**src/rtl/siw_memory_bram_reader_if.sv**
```systemverilog
// Bus bundle between the strided BRAM reader and its surroundings (sequencer, memory port, stream sink).
// Optional stall counter port appears when SIW_MEM_RD_STALL_CNT_EN is defined.
interface siw_memory_bram_reader_if #(
    parameter int ADDR_W = 10,
    parameter int DATA_W = 32
);
    logic                siw_memory_bram_reader_init;
    logic                siw_memory_bram_reader_start;
    logic [ADDR_W-1:0]   siw_memory_bram_reader_base_addr;
    logic [ADDR_W-1:0]   siw_memory_bram_reader_stride;
    logic [ADDR_W:0]     siw_memory_bram_reader_count;
    logic                siw_memory_bram_reader_busy;
    logic                siw_memory_bram_reader_done;
    logic                siw_memory_bram_reader_mem_enable;
    logic                siw_memory_bram_reader_mem_write_en;
    logic [ADDR_W-1:0]   siw_memory_bram_reader_mem_address;
    logic [DATA_W-1:0]   siw_memory_bram_reader_mem_data;
    logic                siw_memory_bram_reader_out_valid;
    logic                siw_memory_bram_reader_out_ready;
    logic [DATA_W-1:0]   siw_memory_bram_reader_out_data;
    logic                siw_memory_bram_reader_out_last;
`ifdef SIW_MEM_RD_STALL_CNT_EN
    logic [15:0]         siw_memory_bram_reader_stall_cnt;
`endif

    modport master (
        input  siw_memory_bram_reader_init,
        input  siw_memory_bram_reader_start,
        input  siw_memory_bram_reader_base_addr,
        input  siw_memory_bram_reader_stride,
        input  siw_memory_bram_reader_count,
        output siw_memory_bram_reader_busy,
        output siw_memory_bram_reader_done,
        output siw_memory_bram_reader_mem_enable,
        output siw_memory_bram_reader_mem_write_en,
        output siw_memory_bram_reader_mem_address,
        input  siw_memory_bram_reader_mem_data,
        output siw_memory_bram_reader_out_valid,
        input  siw_memory_bram_reader_out_ready,
        output siw_memory_bram_reader_out_data,
`ifdef SIW_MEM_RD_STALL_CNT_EN
        output siw_memory_bram_reader_stall_cnt,
`endif
        output siw_memory_bram_reader_out_last
    );

    modport slave (
        output siw_memory_bram_reader_init,
        output siw_memory_bram_reader_start,
        output siw_memory_bram_reader_base_addr,
        output siw_memory_bram_reader_stride,
        output siw_memory_bram_reader_count,
        input  siw_memory_bram_reader_busy,
        input  siw_memory_bram_reader_done,
        input  siw_memory_bram_reader_mem_enable,
        input  siw_memory_bram_reader_mem_write_en,
        input  siw_memory_bram_reader_mem_address,
        output siw_memory_bram_reader_mem_data,
        input  siw_memory_bram_reader_out_valid,
        output siw_memory_bram_reader_out_ready,
        input  siw_memory_bram_reader_out_data,
`ifdef SIW_MEM_RD_STALL_CNT_EN
        input  siw_memory_bram_reader_stall_cnt,
`endif
        input  siw_memory_bram_reader_out_last
    );
endinterface

```
**src/rtl/siw_memory_bram_reader.sv**
```systemverilog
// Strided BRAM read initiator: issues credit-limited reads, absorbs the read latency, streams words out.
// Define SIW_MEM_RD_STALL_CNT_EN to add the downstream stall cycle counter.
module siw_memory_bram_reader #(
    parameter int ADDR_W     = 10,
    parameter int DATA_W     = 32,
    parameter int RD_LAT     = 2,
    parameter int FIFO_DEPTH = 4
) (
    input  logic                     siw_memory_bram_reader_clk,
    input  logic                     siw_memory_bram_reader_reset,
    siw_memory_bram_reader_if.master bus
);
    localparam int PTR_W = $clog2(FIFO_DEPTH);
    localparam int CRD_W = PTR_W + 2;
    localparam int CNT_W = ADDR_W + 1;

    typedef enum logic [1:0] {IDLE, ISSUE, DRAIN} state_t;

    logic clk;
    logic rst;
    assign clk = siw_memory_bram_reader_clk;
    assign rst = siw_memory_bram_reader_reset;

    state_t              state_q, state_d;
    logic [ADDR_W-1:0]   addr_q, addr_d;
    logic [ADDR_W-1:0]   stride_q, stride_d;
    logic [CNT_W-1:0]    count_q, count_d;
    logic [CNT_W-1:0]    remain_q, remain_d;
    logic [CNT_W-1:0]    idx_q, idx_d;
    logic [CRD_W-1:0]    inflight_q, inflight_d;
    logic [PTR_W:0]      wr_ptr_q, wr_ptr_d;
    logic [PTR_W:0]      rd_ptr_q, rd_ptr_d;
    logic [RD_LAT-1:0]   pipe_q, pipe_d;
    logic                done_q, done_d;
    logic [DATA_W-1:0]   fifo_mem_q [FIFO_DEPTH];
`ifdef SIW_MEM_RD_STALL_CNT_EN
    logic [15:0]         stall_q, stall_d;
`endif

    logic [PTR_W:0]      occ;
    logic                fifo_empty;
    logic                credit_ok;
    logic                issue;
    logic                push;
    logic                pop;
    logic                last_word;
    logic [RD_LAT-1:0]   pipe_shift;

    always_comb begin
        occ        = wr_ptr_q - rd_ptr_q;
        fifo_empty = (occ == '0);
        // Words in flight already own a buffer slot, so the FIFO can never overflow.
        credit_ok  = (CRD_W'(occ) + inflight_q) < CRD_W'(FIFO_DEPTH);
        issue      = (state_q == ISSUE) && !bus.siw_memory_bram_reader_init && credit_ok;
        push       = pipe_q[RD_LAT-1];
        pop        = !fifo_empty && bus.siw_memory_bram_reader_out_ready;
        last_word  = (idx_q == count_q - CNT_W'(1));
    end

    genvar gi;
    assign pipe_shift[0] = issue;
    generate
        for (gi = 1; gi < RD_LAT; gi++) begin : g_pipe
            assign pipe_shift[gi] = pipe_q[gi-1];
        end
    endgenerate

    always_comb begin
        state_d    = state_q;
        addr_d     = addr_q;
        stride_d   = stride_q;
        count_d    = count_q;
        remain_d   = remain_q;
        idx_d      = idx_q;
        inflight_d = inflight_q;
        wr_ptr_d   = wr_ptr_q;
        rd_ptr_d   = rd_ptr_q;
        pipe_d     = pipe_shift;
        done_d     = 1'b0;
`ifdef SIW_MEM_RD_STALL_CNT_EN
        stall_d    = stall_q;
`endif
        if (bus.siw_memory_bram_reader_init) begin
            // Abort: anything still coming back from memory is dropped.
            state_d    = IDLE;
            idx_d      = '0;
            inflight_d = '0;
            wr_ptr_d   = '0;
            rd_ptr_d   = '0;
            pipe_d     = '0;
`ifdef SIW_MEM_RD_STALL_CNT_EN
            stall_d    = '0;
`endif
        end else begin
            inflight_d = inflight_q + CRD_W'(issue) - CRD_W'(push);
            if (push) wr_ptr_d = wr_ptr_q + 1'b1;
            if (pop) begin
                rd_ptr_d = rd_ptr_q + 1'b1;
                idx_d    = idx_q + CNT_W'(1);
            end
`ifdef SIW_MEM_RD_STALL_CNT_EN
            if ((state_q != IDLE) && !fifo_empty && !bus.siw_memory_bram_reader_out_ready
                && (stall_q != 16'hFFFF))
                stall_d = stall_q + 16'd1;
`endif
            case (state_q)
                IDLE: begin
                    if (bus.siw_memory_bram_reader_start) begin
                        addr_d   = bus.siw_memory_bram_reader_base_addr;
                        stride_d = bus.siw_memory_bram_reader_stride;
                        count_d  = bus.siw_memory_bram_reader_count;
                        remain_d = bus.siw_memory_bram_reader_count;
                        idx_d    = '0;
`ifdef SIW_MEM_RD_STALL_CNT_EN
                        stall_d  = '0;
`endif
                        if (bus.siw_memory_bram_reader_count == '0) done_d = 1'b1;
                        else                                        state_d = ISSUE;
                    end
                end
                ISSUE: begin
                    if (issue) begin
                        addr_d   = addr_q + stride_q;
                        remain_d = remain_q - CNT_W'(1);
                        if (remain_q == CNT_W'(1)) state_d = DRAIN;
                    end
                end
                DRAIN: begin
                    if (pop && last_word) begin
                        state_d = IDLE;
                        done_d  = 1'b1;
                    end
                end
                default: state_d = IDLE;
            endcase
        end
    end

    always_ff @(posedge clk or posedge rst) begin
        if (rst) begin
            state_q    <= IDLE;
            addr_q     <= '0;
            stride_q   <= '0;
            count_q    <= '0;
            remain_q   <= '0;
            idx_q      <= '0;
            inflight_q <= '0;
            wr_ptr_q   <= '0;
            rd_ptr_q   <= '0;
            pipe_q     <= '0;
            done_q     <= 1'b0;
`ifdef SIW_MEM_RD_STALL_CNT_EN
            stall_q    <= '0;
`endif
        end else begin
            state_q    <= state_d;
            addr_q     <= addr_d;
            stride_q   <= stride_d;
            count_q    <= count_d;
            remain_q   <= remain_d;
            idx_q      <= idx_d;
            inflight_q <= inflight_d;
            wr_ptr_q   <= wr_ptr_d;
            rd_ptr_q   <= rd_ptr_d;
            pipe_q     <= pipe_d;
            done_q     <= done_d;
`ifdef SIW_MEM_RD_STALL_CNT_EN
            stall_q    <= stall_d;
`endif
        end
    end

    // Buffer storage needs no reset; validity is carried by the pointers.
    always_ff @(posedge clk) begin
        if (push) fifo_mem_q[wr_ptr_q[PTR_W-1:0]] <= bus.siw_memory_bram_reader_mem_data;
    end

    assign bus.siw_memory_bram_reader_busy         = (state_q != IDLE);
    assign bus.siw_memory_bram_reader_done         = done_q;
    assign bus.siw_memory_bram_reader_mem_enable   = issue;
    assign bus.siw_memory_bram_reader_mem_write_en = 1'b0;
    assign bus.siw_memory_bram_reader_mem_address  = addr_q;
    assign bus.siw_memory_bram_reader_out_valid    = !fifo_empty;
    assign bus.siw_memory_bram_reader_out_data     = fifo_empty ? '0 : fifo_mem_q[rd_ptr_q[PTR_W-1:0]];
    assign bus.siw_memory_bram_reader_out_last     = !fifo_empty && last_word;
`ifdef SIW_MEM_RD_STALL_CNT_EN
    assign bus.siw_memory_bram_reader_stall_cnt    = stall_q;
`endif
endmodule

```
**src/flat_wrapper.sv**
```systemverilog
// flat-port wrapper written by rule: the top's interface ports become plain ports
module siw_memory_bram_reader_flat 
#(
    parameter int ADDR_W     = 10,
    parameter int DATA_W     = 32,
    parameter int RD_LAT     = 2,
    parameter int FIFO_DEPTH = 4
)
  (siw_memory_bram_reader_clk, siw_memory_bram_reader_reset, bus_siw_memory_bram_reader_init, bus_siw_memory_bram_reader_start, bus_siw_memory_bram_reader_base_addr, bus_siw_memory_bram_reader_stride, bus_siw_memory_bram_reader_count, bus_siw_memory_bram_reader_busy, bus_siw_memory_bram_reader_done, bus_siw_memory_bram_reader_mem_enable, bus_siw_memory_bram_reader_mem_write_en, bus_siw_memory_bram_reader_mem_address, bus_siw_memory_bram_reader_mem_data, bus_siw_memory_bram_reader_out_valid, bus_siw_memory_bram_reader_out_ready, bus_siw_memory_bram_reader_out_data, bus_siw_memory_bram_reader_out_last);
  siw_memory_bram_reader_if #(.ADDR_W(ADDR_W), .DATA_W(DATA_W)) bus_i ();
  input  logic siw_memory_bram_reader_clk;
  input  logic siw_memory_bram_reader_reset;
  input wire logic [$bits(bus_i.siw_memory_bram_reader_init)-1:0] bus_siw_memory_bram_reader_init;
  input wire logic [$bits(bus_i.siw_memory_bram_reader_start)-1:0] bus_siw_memory_bram_reader_start;
  input wire logic [$bits(bus_i.siw_memory_bram_reader_base_addr)-1:0] bus_siw_memory_bram_reader_base_addr;
  input wire logic [$bits(bus_i.siw_memory_bram_reader_stride)-1:0] bus_siw_memory_bram_reader_stride;
  input wire logic [$bits(bus_i.siw_memory_bram_reader_count)-1:0] bus_siw_memory_bram_reader_count;
  output wire logic [$bits(bus_i.siw_memory_bram_reader_busy)-1:0] bus_siw_memory_bram_reader_busy;
  output wire logic [$bits(bus_i.siw_memory_bram_reader_done)-1:0] bus_siw_memory_bram_reader_done;
  output wire logic [$bits(bus_i.siw_memory_bram_reader_mem_enable)-1:0] bus_siw_memory_bram_reader_mem_enable;
  output wire logic [$bits(bus_i.siw_memory_bram_reader_mem_write_en)-1:0] bus_siw_memory_bram_reader_mem_write_en;
  output wire logic [$bits(bus_i.siw_memory_bram_reader_mem_address)-1:0] bus_siw_memory_bram_reader_mem_address;
  input wire logic [$bits(bus_i.siw_memory_bram_reader_mem_data)-1:0] bus_siw_memory_bram_reader_mem_data;
  output wire logic [$bits(bus_i.siw_memory_bram_reader_out_valid)-1:0] bus_siw_memory_bram_reader_out_valid;
  input wire logic [$bits(bus_i.siw_memory_bram_reader_out_ready)-1:0] bus_siw_memory_bram_reader_out_ready;
  output wire logic [$bits(bus_i.siw_memory_bram_reader_out_data)-1:0] bus_siw_memory_bram_reader_out_data;
  output wire logic [$bits(bus_i.siw_memory_bram_reader_out_last)-1:0] bus_siw_memory_bram_reader_out_last;
  assign bus_i.siw_memory_bram_reader_init = bus_siw_memory_bram_reader_init;
  assign bus_i.siw_memory_bram_reader_start = bus_siw_memory_bram_reader_start;
  assign bus_i.siw_memory_bram_reader_base_addr = bus_siw_memory_bram_reader_base_addr;
  assign bus_i.siw_memory_bram_reader_stride = bus_siw_memory_bram_reader_stride;
  assign bus_i.siw_memory_bram_reader_count = bus_siw_memory_bram_reader_count;
  assign bus_siw_memory_bram_reader_busy = bus_i.siw_memory_bram_reader_busy;
  assign bus_siw_memory_bram_reader_done = bus_i.siw_memory_bram_reader_done;
  assign bus_siw_memory_bram_reader_mem_enable = bus_i.siw_memory_bram_reader_mem_enable;
  assign bus_siw_memory_bram_reader_mem_write_en = bus_i.siw_memory_bram_reader_mem_write_en;
  assign bus_siw_memory_bram_reader_mem_address = bus_i.siw_memory_bram_reader_mem_address;
  assign bus_i.siw_memory_bram_reader_mem_data = bus_siw_memory_bram_reader_mem_data;
  assign bus_siw_memory_bram_reader_out_valid = bus_i.siw_memory_bram_reader_out_valid;
  assign bus_i.siw_memory_bram_reader_out_ready = bus_siw_memory_bram_reader_out_ready;
  assign bus_siw_memory_bram_reader_out_data = bus_i.siw_memory_bram_reader_out_data;
  assign bus_siw_memory_bram_reader_out_last = bus_i.siw_memory_bram_reader_out_last;
  siw_memory_bram_reader #(.ADDR_W(ADDR_W), .DATA_W(DATA_W), .RD_LAT(RD_LAT), .FIFO_DEPTH(FIFO_DEPTH)) u_core (.siw_memory_bram_reader_clk(siw_memory_bram_reader_clk), .siw_memory_bram_reader_reset(siw_memory_bram_reader_reset), .bus(bus_i));
endmodule
```
**config.mk**
```make
export PLATFORM = sky130hd
export DESIGN_NAME = siw_memory_bram_reader_flat
export DESIGN_NICKNAME = d
export VERILOG_FILES = /design/src/rtl/siw_memory_bram_reader_if.sv /design/src/rtl/siw_memory_bram_reader.sv /design/src/flat_wrapper.sv
export SDC_FILE = /design/constraint.sdc
export NUM_CORES = 1
export LEC_CHECK = 0
export BUFFER_PORTS_ARGS = -buffer_cell sky130_fd_sc_hd__buf_2
export CORE_ASPECT_RATIO = 0.7
export CORE_UTILIZATION = 48
export DETAILED_ROUTE_END_ITERATION = 10
export PLACE_DENSITY_LB_ADDON = 0.2
export SLEW_MARGIN = 10
export SYNTH_ARGS = -nofsm -noshare
export SYNTH_HDL_FRONTEND = slang
export SYNTH_SLANG_ARGS = --single-unit
export TNS_END_PERCENT = 50
```
**constraint.sdc**
```tcl
create_clock -name siw_memory_bram_reader_clk -period 5.3 [get_ports siw_memory_bram_reader_clk]
set_input_delay 1.06 -clock siw_memory_bram_reader_clk [delete_from_list [all_inputs] [get_ports siw_memory_bram_reader_clk]]
set_output_delay 1.06 -clock siw_memory_bram_reader_clk [all_outputs]
set_load 0.05 [all_outputs]
```
== Word level (Yosys, flattened, before mapping) ==
Memories as Yosys holds them, arrays and structs flattened.
Cells that the tools add are included.

* Mux-type cells: 31
* Add/sub/neg operators: 10
* Equality and inequality tests: 11
* Reductions and logical operators: 17
* Bitwise logic cells: 1
* $lt $le $gt $ge: 1

{| class="wikitable"
|+ Operators by type and width
! kind !! count
|-
| 11-bit 2-to-1 mux || 6
|-
| 32-bit 2-to-1 mux || 1
|-
| 11-bit one-hot mux with 2 select lines || 1
|-
| 11-bit by 1-bit subtractor with 11-bit output (second input constant) || 2
|-
| 10-bit 2-to-1 mux || 2
|-
| 10-bit one-hot mux with 2 select lines || 1
|-
| 2-bit 2-to-1 mux || 7
|-
| 3-bit 2-to-1 mux || 4
|-
| 11-bit by 1-bit adder with 11-bit output (second input constant) || 1
|-
| 11-bit by 1-bit == test with 1-bit output (second input constant) || 1
|-
| 11-bit == test || 1
|-
| 11-bit logical NOT || 1
|-
| 10-bit adder || 1
|-
| 3-bit inequality test (second input constant) || 3
|-
| 2-bit nonzero test || 4
|-
| 3-bit by 1-bit adder with 3-bit output (second input constant) || 2
|-
| 1-bit 2-to-1 mux || 6
|-
| 3-bit by 2-bit inequality test with 1-bit output (second input constant) || 2
|-
| 2-bit one-hot mux with 3 select lines || 1
|-
| 1-bit logical AND || 5
|-
| 5-bit AND reduction || 1
|-
| 3-bit by 4-bit adder with 4-bit output || 1
|-
| 4-bit by 1-bit adder with 4-bit output || 1
|-
| 4-bit by 3-bit less-than comparator with 1-bit output (second input constant) || 1
|-
| 14 further kinds || 15
|}

* Bits in writable memories: 128
* Register bits: 68
* Logic and storage cells: 83
* Memories: 1

{| class="wikitable"
|+ Memories
! name !! words !! bits a word !! read ports !! clocked after Yosys merged registers in !! wr ports !! line !! source
|-
| u_core.fifo_mem_q || 4 || 32 || 1 || 0 || 1 || siw_memory_bram_reader.sv:35 || <nowiki>logic [DATA_W-1:0] fifo_mem_q [FIFO_DEPTH];</nowiki>
|}

== Depth between registers and ports, before layout ==
Gate-level depths: netlist (run 1).

* Depth in word-level cells: 8
* Gate-level depth with buffers: 16
* Gate-level depth less buffers: 16

== Worst setup path before layout (run 1) ==
No wires, ideal clock.

* Path kind: reg2out
* From: register u_core.rd_ptr_q[1]
* To: output bus_siw_memory_bram_reader_out_last
* Setup slack: 716 ps
* Arrival: 3524 ps
* Buffers on the path: 3
* Stages on the path, launching flop included: 11
* Cell sequence: dfrtp_1 -> clkbuf_1 -> clkbuf_1 -> inv_1 -> fa_1 -> xnor3_1 -> or3b_1 -> clkbuf_1 -> o2111ai_1 -> or2_1 -> a211oi_1

* Word-level cells in the longest chain between the ends: 4

{| class="wikitable"
|+ RTL lines
! item !! line !! source
|-
| start, declared || siw_memory_bram_reader.sv:32 || <nowiki>logic [PTR_W:0] rd_ptr_q, rd_ptr_d;</nowiki>
|-
| start signal, assigned || siw_memory_bram_reader.sv:164 || <nowiki>rd_ptr_q <= rd_ptr_d;</nowiki>
|-
| 3-bit subtractor || siw_memory_bram_reader.sv:50 || <nowiki>occ = wr_ptr_q - rd_ptr_q;</nowiki>
|-
| 3-bit logical NOT || siw_memory_bram_reader.sv:51 || <nowiki>fifo_empty = (occ == '0);</nowiki>
|-
| 1-bit logical NOT || siw_memory_bram_reader.sv:185 || <nowiki>assign bus.siw_memory_bram_reader_out_last = !fifo_empty && last_word;</nowiki>
|-
| 1-bit logical AND || siw_memory_bram_reader.sv:185 ||
|-
| end, declared || flat_wrapper.sv:27 || <nowiki>output wire logic [$bits(bus_i.siw_memory_bram_reader_out_last)-1:0] bus_siw_memory_bram_reader_out_last;</nowiki>
|}

Every way passes these cells.

== Final worst setup path (run 1) ==
* From: register u_core.wr_ptr_q[0]
* To: output bus_siw_memory_bram_reader_mem_enable

* Word-level cells in the longest chain between the ends: 4

{| class="wikitable"
|+ RTL lines
! item !! line !! source
|-
| start, declared || siw_memory_bram_reader.sv:31 || <nowiki>logic [PTR_W:0] wr_ptr_q, wr_ptr_d;</nowiki>
|-
| start signal, assigned || siw_memory_bram_reader.sv:163 || <nowiki>wr_ptr_q <= wr_ptr_d;</nowiki>
|-
| 3-bit subtractor || siw_memory_bram_reader.sv:50 ||
|-
| 3-bit by 4-bit adder with 4-bit output || siw_memory_bram_reader.sv:53 || <nowiki>credit_ok = (CRD_W'(occ) + inflight_q) < CRD_W'(FIFO_DEPTH);</nowiki>
|-
| 4-bit by 3-bit less-than comparator with 1-bit output || siw_memory_bram_reader.sv:53 ||
|-
| 1-bit logical AND || siw_memory_bram_reader.sv:54 || <nowiki>issue = (state_q == ISSUE) && !bus.siw_memory_bram_reader_init && credit_ok;</nowiki>
|-
| end, declared || flat_wrapper.sv:20 || <nowiki>output wire logic [$bits(bus_i.siw_memory_bram_reader_mem_enable)-1:0] bus_siw_memory_bram_reader_mem_enable;</nowiki>
|}

Every way passes these cells.

==> reports/qor.txt, run 1 <==
port bufs -> 114
die area -> 19400 um2
Max Clock Freq -> 0.218 GHz
Top Ports -> 116
Die H -> 117 um
fin crit share -> 86.7%
FP Rows -> 41
Least-Margin Pin Slew -> 0.989 ns
Crit path arrival time -> 3.53 ns
reg2reg setup slack -> 1.26 ns
Required @ worst endpoint -> 4.24 ns
CTS tree -> built
Placed Area -> 9820 um2
# setup viols final -> 0
net count of the mapped netlist -> 746
vias per cell -> 5.52
post-route cell area -> 10400 um2
unrepaired setup endpoints after global routing -> false
Startpoint Class -> register
most frequent cells in the layout -> edfxtp_1, buf_2, dfrtp_1
CP Capture Type -> output port
post-cts resize count -> 0
Slew Viols, Final -> 0
leak pwr -> 0.00402 uW
Clock Sinks -> 196
CP Class -> register to output port
DRT Wirelength -> 18.2 mm
met2 GRT Util -> 31.0%
GR Util met1 -> 27.4%
status -> finished, violations left
RePlAce Congestion -> 0.818
Fillers -> 1458
Worst VDD drop -> 305 uV
min cycle time layout -> 4.59 ns
synth-to-layout area growth -> 15.3%
Max Clock Skew -> 0.0145 ns
mean routed wirelength per cell -> 18.0 um
busiest layer in global routing -> met2
worst r2r src -> u_core.wr_ptr_q[0]
GR Util met3 -> 3.80%
share of flip-flops with an asynchronous set or reset -> 34.7%
worst skew pair latency -> 0.44 ns
multi-input logic area -> 3270 um2
largest net degree at the start of global routing -> 56
CTS Buffer Depth -> 2
residual DRC count -> 3
root buf cell -> clkbuf_16
starting density of the core -> 49.5%
Post-synth top flop -> edfxtp_1
Starting DRT DRC Count -> 357
TritonRoute pass-1 iters -> 8
failing checks -> DRC
Die X -> 166 um
vias -> 5566
GR Overflow Total -> 0
share of cells above drive strength 1 -> 28.2%
GRT Total Usage -> 19.4%
initial antenna violation count -> 1
vias in the first global route -> 5604
register area share after synthesis -> 61.5%
EDFF count, synth -> 128
cell count of the worst reg-to-reg path -> 15
most common cell after layout, fill and taps aside -> edfxtp_1
Max FO, Critical Path -> 4
global-route wire length before repair -> 28.9 mm
Detailed Place HPWL -> 11.9 mm
cell area power density -> 583 nW/um2
number of synthesized register bits -> 196
final hold vios -> 0
Antenna Cells -> 0
crit path from -> u_core.wr_ptr_q[0]
Distinct cells, synth -> 65
nets -> 856
max-cap violations -> 0
H-tree depth -> 4
clk slew on worst S/H paths -> 0.07 ns
Reg-to-Reg End -> u_core.inflight_q[2]
Post-DRT Antenna Nets -> 0
YS warnings -> 0
CP Capture Point -> bus_siw_memory_bram_reader_mem_enable
# hold bufs at CTS -> 0
Sequential Area -> 5550 um2
Post-CTS Setup Inserts -> 0
HP Class -> register to register
Cell Area, Synth -> 9020 um2
CORE AREA -> 18200 um2
Mapped Cells -> 650
Mean Syn Cell Area -> 13.9 um2
setup_tns -> 0 ns
Slew HR -> 33.9%
CTS buffer count -> 17
[flip-flops by register name, summed over array words and instances, names as in the netlist]
| signal | cells |
|---|---|
| u_core.rd_ptr_q | 3 |
| u_core.fifo_mem_q | 128 |
| u_core.remain_q | 11 |
| u_core.bus.siw_memory_bram_reader_mem_address | 10 |
| u_core.wr_ptr_q | 3 |
| u_core.stride_q | 10 |
| u_core.count_q | 11 |
| u_core.inflight_q | 4 |
| u_core.bus.siw_memory_bram_reader_done | 1 |
| u_core.idx_q | 11 |
| u_core.pipe_q | 2 |
| u_core.state_q | 2 |
[per-stage QoR]
| stage | std cells | util (%) | hold WS (ns) | setup slack (ns) | power (uW) |
|---|---|---|---|---|---|
| floorplan | 650 | - | 0.439 | 0.716 | 4210 |
| global placement | 977 | 53.9 | 0.457 | 1.29 | 4790 |
| detailed placement | 977 | 53.9 | 0.463 | 1.16 | 4850 |
| CTS | 1009 | 57.1 | 0.490 | 0.687 | 6110 |
| global route | 1009 | 57.1 | 0.501 | 0.492 | 6400 |
| finish | 1009 | 57.1 | 0.481 | 0.707 | 6060 |
[metal layers]
layer | part of all wire, % | vias to the layer above
met5 | 0.072 | -
li1 | - | 2629
met4 | 0.70 | 2
met2 | 47 | 109
met1 | 48 | 2813
met3 | 3.5 | 13
[layout make-up]
| type | count | area share (%) |
|---|---|---|
| multi-input combinational | 402 | 31.5 |
| inverter | 22 | 0.794 |
| clock inverter | 15 | 1.47 |
| timing repair buffer | 121 | 5.99 |
| sequential | 196 | 53.3 |
| tap | 236 | 2.84 |
| clock buffer | 17 | 4.09 |
[where the power goes]
| part | internal [uW] | switching (uW) | total (uW) |
|---|---|---|---|
| clock | 631 | 630 | 1260 |
| combinational | 928 | 1830 | 2760 |
| sequential | 1850 | 194 | 2040 |
| total | 3410 | 2660 | 6060 |
[synth_stat cells (3+ instances only)]
library cell / instances / share of area [%]
a211oi_1: 4 / 0.33
a21oi_1: 27 / 1.5
a22oi_1: 3 / 0.25
and2_1: 40 / 2.8
and3_1: 6 / 0.42
buf_1: 3 / 0.12
clkbuf_1: 23 / 0.96
dfrtp_1: 68 / 19
edfxtp_1: 128 / 43
fa_1: 3 / 0.67
ha_1: 25 / 3.5
inv_1: 22 / 0.92
mux2_2: 18 / 2.2
mux2i_1: 5 / 0.55
mux4_2: 32 / 8.0
nand2_1: 27 / 1.1
nand3_1: 8 / 0.44
nand4_1: 3 / 0.21
nor2_1: 48 / 2.0
nor2b_1: 8 / 0.55
nor3_1: 11 / 0.61
nor4_1: 5 / 0.35
nor4b_1: 3 / 0.29
o21ai_0: 42 / 2.3
or3_1: 9 / 0.62
xnor2_1: 22 / 2.1
xor2_1: 12 / 1.2
[critical path, cell delays in order, from the launching register on]
cell	delay, ns
dfrtp_1	0.43
inv_1	0.12
ha_1	0.15
inv_1	0.05
fa_1	0.37
xnor3_1	0.22
ha_1	0.33
or4b_1	0.51
nor4_1	0.38
nor2_1	0.19
inv_1	0.11
buf_2	0.26
[worst min-delay path by stage]
| stage | startpoint | end | slack, ns | cells past startpoint |
|---|---|---|---|---|
| after global routing | u_core.pipe_q[0] | u_core.pipe_q[1] | 0.50 | 1 |
| after floorplan | u_core.pipe_q[0] | u_core.pipe_q[1] | 0.44 | 1 |
| after global placement | u_core.pipe_q[0] | u_core.pipe_q[1] | 0.46 | 1 |
| after CTS | u_core.pipe_q[0] | u_core.pipe_q[1] | 0.49 | 1 |
| final | u_core.pipe_q[0] | u_core.pipe_q[1] | 0.48 | 1 |
| after detailed placement | u_core.pipe_q[0] | u_core.pipe_q[1] | 0.46 | 1 |
[cells by family after synthesis]
group / Yosys count / synth area share [%]
muxes: 55 / 10.8
xor gates and xnor gates: 35 / 3.55
other: 1 / 0.0416
buffers and inverters: 52 / 2.34
AOI/OAI and AO/OA: 100 / 6.84
adders and majority gates: 28 / 4.13
DFF: 196 / 61.5
and+or+nand+nor: 183 / 10.8
Power figures use the tool's default switching activity.
==> run 2, diff against run 1 <==
- RECOVER_POWER: unset -> 25
- SLEW_MARGIN: 10 -> unset
==> reports/qor.txt, run 2 (synthesized netlist as in run 1, its figures left out) <==
CTS tree -> built
DRT Wirelength -> 18.2 mm (+0.29%)
starting density of the core -> 49.5% (unchanged)
Sequential Area -> 5550 um2 (unchanged)
crit path from -> u_core.wr_ptr_q[0]
# hold bufs at CTS -> 0 (unchanged)
vias -> 5557 (-0.16%)
post-cts resize count -> 0 (unchanged)
Crit path arrival time -> 3.54 ns (about the same)
CP Capture Type -> output port
Antenna Cells -> 0 (unchanged)
TritonRoute pass-1 iters -> 9 (+1)
port bufs -> 114 (unchanged)
global-route wire length before repair -> 28.9 mm (unchanged)
Max Clock Freq -> 0.218 GHz (about the same)
H-tree depth -> 4 (unchanged)
Fin Hold WS -> 0.481 ns (-0.000239 ns)
setup_tns -> 0 ns (unchanged)
Worst VDD drop -> 304 uV (-0.11%)
most used cell, CP -> inv_1
CTS Buffer Depth -> 2 (unchanged)
Starting DRT DRC Count -> 352 (-1.4%)
HP Start -> u_core.pipe_q[0]
worst skew pair latency -> 0.44 ns (about the same)
cell area power density -> 585 nW/um2 (+0.38%)
Clock Sinks -> 196 (unchanged)
PnR worst setup slack -> 0.705 ns (-0.00257 ns)
Post-DRT Antenna Nets -> 0 (unchanged)
Least-Margin Pin Slew -> 0.981 ns (-0.00791 ns)
Die X -> 166 um (unchanged)
Die H -> 117 um (unchanged)
residual DRC count -> 3 (unchanged)
clk slew on worst S/H paths -> 0.07 ns (about the same)
synth-to-layout area growth -> 14.9%
unrepaired setup endpoints after global routing -> false
largest net degree at the start of global routing -> 56 (unchanged)
multi-input logic area -> 3270 um2 (unchanged)
Post-CTS Setup Inserts -> 0 (unchanged)
most common cell after layout, fill and taps aside -> edfxtp_1
Slew Viols, Final -> 0 (unchanged)
share of cells above drive strength 1 -> 24.5% (-3.8 points)
min cycle time layout -> 4.60 ns (+0.00257 ns)
dpl ws -> 1.16 ns (unchanged)
leak pwr -> 0.00394 uW (-1.9%)
Top Ports -> 116 (unchanged)
max-cap violations -> 0 (unchanged)
# setup viols final -> 0 (unchanged)
Startpoint Class -> register
HP Class -> register to register
slowest cell delay on critical path -> 0.51 ns (about the same)
Cell Chain, Critical Path -> inv_1 -> ha_1 -> inv_1 -> fa_1 -> xnor3_1 -> ha_1 -> or4b_1 -> nor4_1 -> nor2_1 -> inv_1 -> buf_2
status -> finished, violations left
CTS buffer count -> 17 (unchanged)
GRT Total Usage -> 19.4% (unchanged)
die area -> 19400 um2 (unchanged)
nets -> 856 (unchanged)
vias per cell -> 5.51 (-0.16%)
vias in the first global route -> 5604 (unchanged)
Slowest-stage cell, CP -> or4b_1
Max Clock Skew -> 0.0123 ns (-0.00221 ns)
FP Rows -> 41 (unchanged)
Detailed Place HPWL -> 11.9 mm (unchanged)
Fillers -> 1472 (+0.96%)
Max FO, Critical Path -> 4 (unchanged)
CORE AREA -> 18200 um2 (unchanged)
RePlAce Congestion -> 0.818 (unchanged)
Slew HR -> 34.5% (+0.53 points)
initial antenna violation count -> 0 (-1)
most frequent cells in the layout -> edfxtp_1, buf_2, dfrtp_1
GR Overflow Total -> 0 (unchanged)
mean routed wirelength per cell -> 18.0 um (+0.29%)
failing checks -> DRC
worst r2r src -> u_core.wr_ptr_q[0]
fin crit share -> 86.7% (about the same)
CP Class -> register to output port
max reg flops -> 128 (unchanged)
Required @ worst endpoint -> 4.24 ns (about the same)
final hold vios -> 0 (unchanged)
root buf cell -> clkbuf_16
-- run 2: cell types whose count changed in the layout (fill, tap and decap cells not counted), sizes merged --
cell and delta:
buf -28, clkbuf +28
-- run 2: final timing paths --
| path | end | slack (ns) | cells past startpoint |
|---|---|---|---|
| min | u_core.pipe_q[1] | 0.48 | 1 |
| max in group asynchronous | u_core.rd_ptr_q[0] | 3.51 | 3 |
| min reg2reg | u_core.pipe_q[1] | 0.48 | 1 |
| min in group asynchronous | u_core.stride_q[7] | 0.65 | 2 |
| max | bus_siw_memory_bram_reader_mem_enable | 0.70 | 11 |
| max reg2reg | u_core.inflight_q[2] | 1.26 | 15 |
-- run 2: report_power, final --
part	switching (uW)	internal (uW)
combinational	1830	925
sequential	194	1850
clock	633	631
total	2660	3400
-- run 2: critical path, delay by kind of cell (launching register included) --
kind,cells,cell delay [ns]
and+or+nand+nor,3,1.08
adders and majority gates,3,0.85
buffers and inverters,4,0.54
DFF,1,0.43
xor gates and xnor gates,1,0.22
-- run 2: per-layer routing --
metal | GRT usage (%) | share of wire [%] | vias up
met5 | 0 | 0 | -
met4 | 5.73 | 1.0 | 0
met3 | 3.80 | 3.8 | 18
met2 | 31.0 | 47 | 111
met1 | 27.4 | 48 | 2799
li1 | - | - | 2629
-- run 2: through the flow --
step | utilization, % | cell area [um2] | instances | total power (uW)
CTS | 57.1 | 10400 | 1009 | 6110
finish | 56.9 | 10400 | 1009 | 6060
global route | 56.9 | 10400 | 1009 | 6400
detailed placement | 53.9 | 9820 | 977 | 4850
global placement | 53.9 | 9820 | 977 | 4790
floorplan | - | 9020 | 650 | 4210
-- run 2: area by class of cell --
type,instances,share of cell area [%]
timing repair buffer,121,5.67
inverter,22,0.797
multi-input combinational,402,31.6
clock inverter,15,1.47
sequential,196,53.5
clock buffer,17,4.10
tap,236,2.85
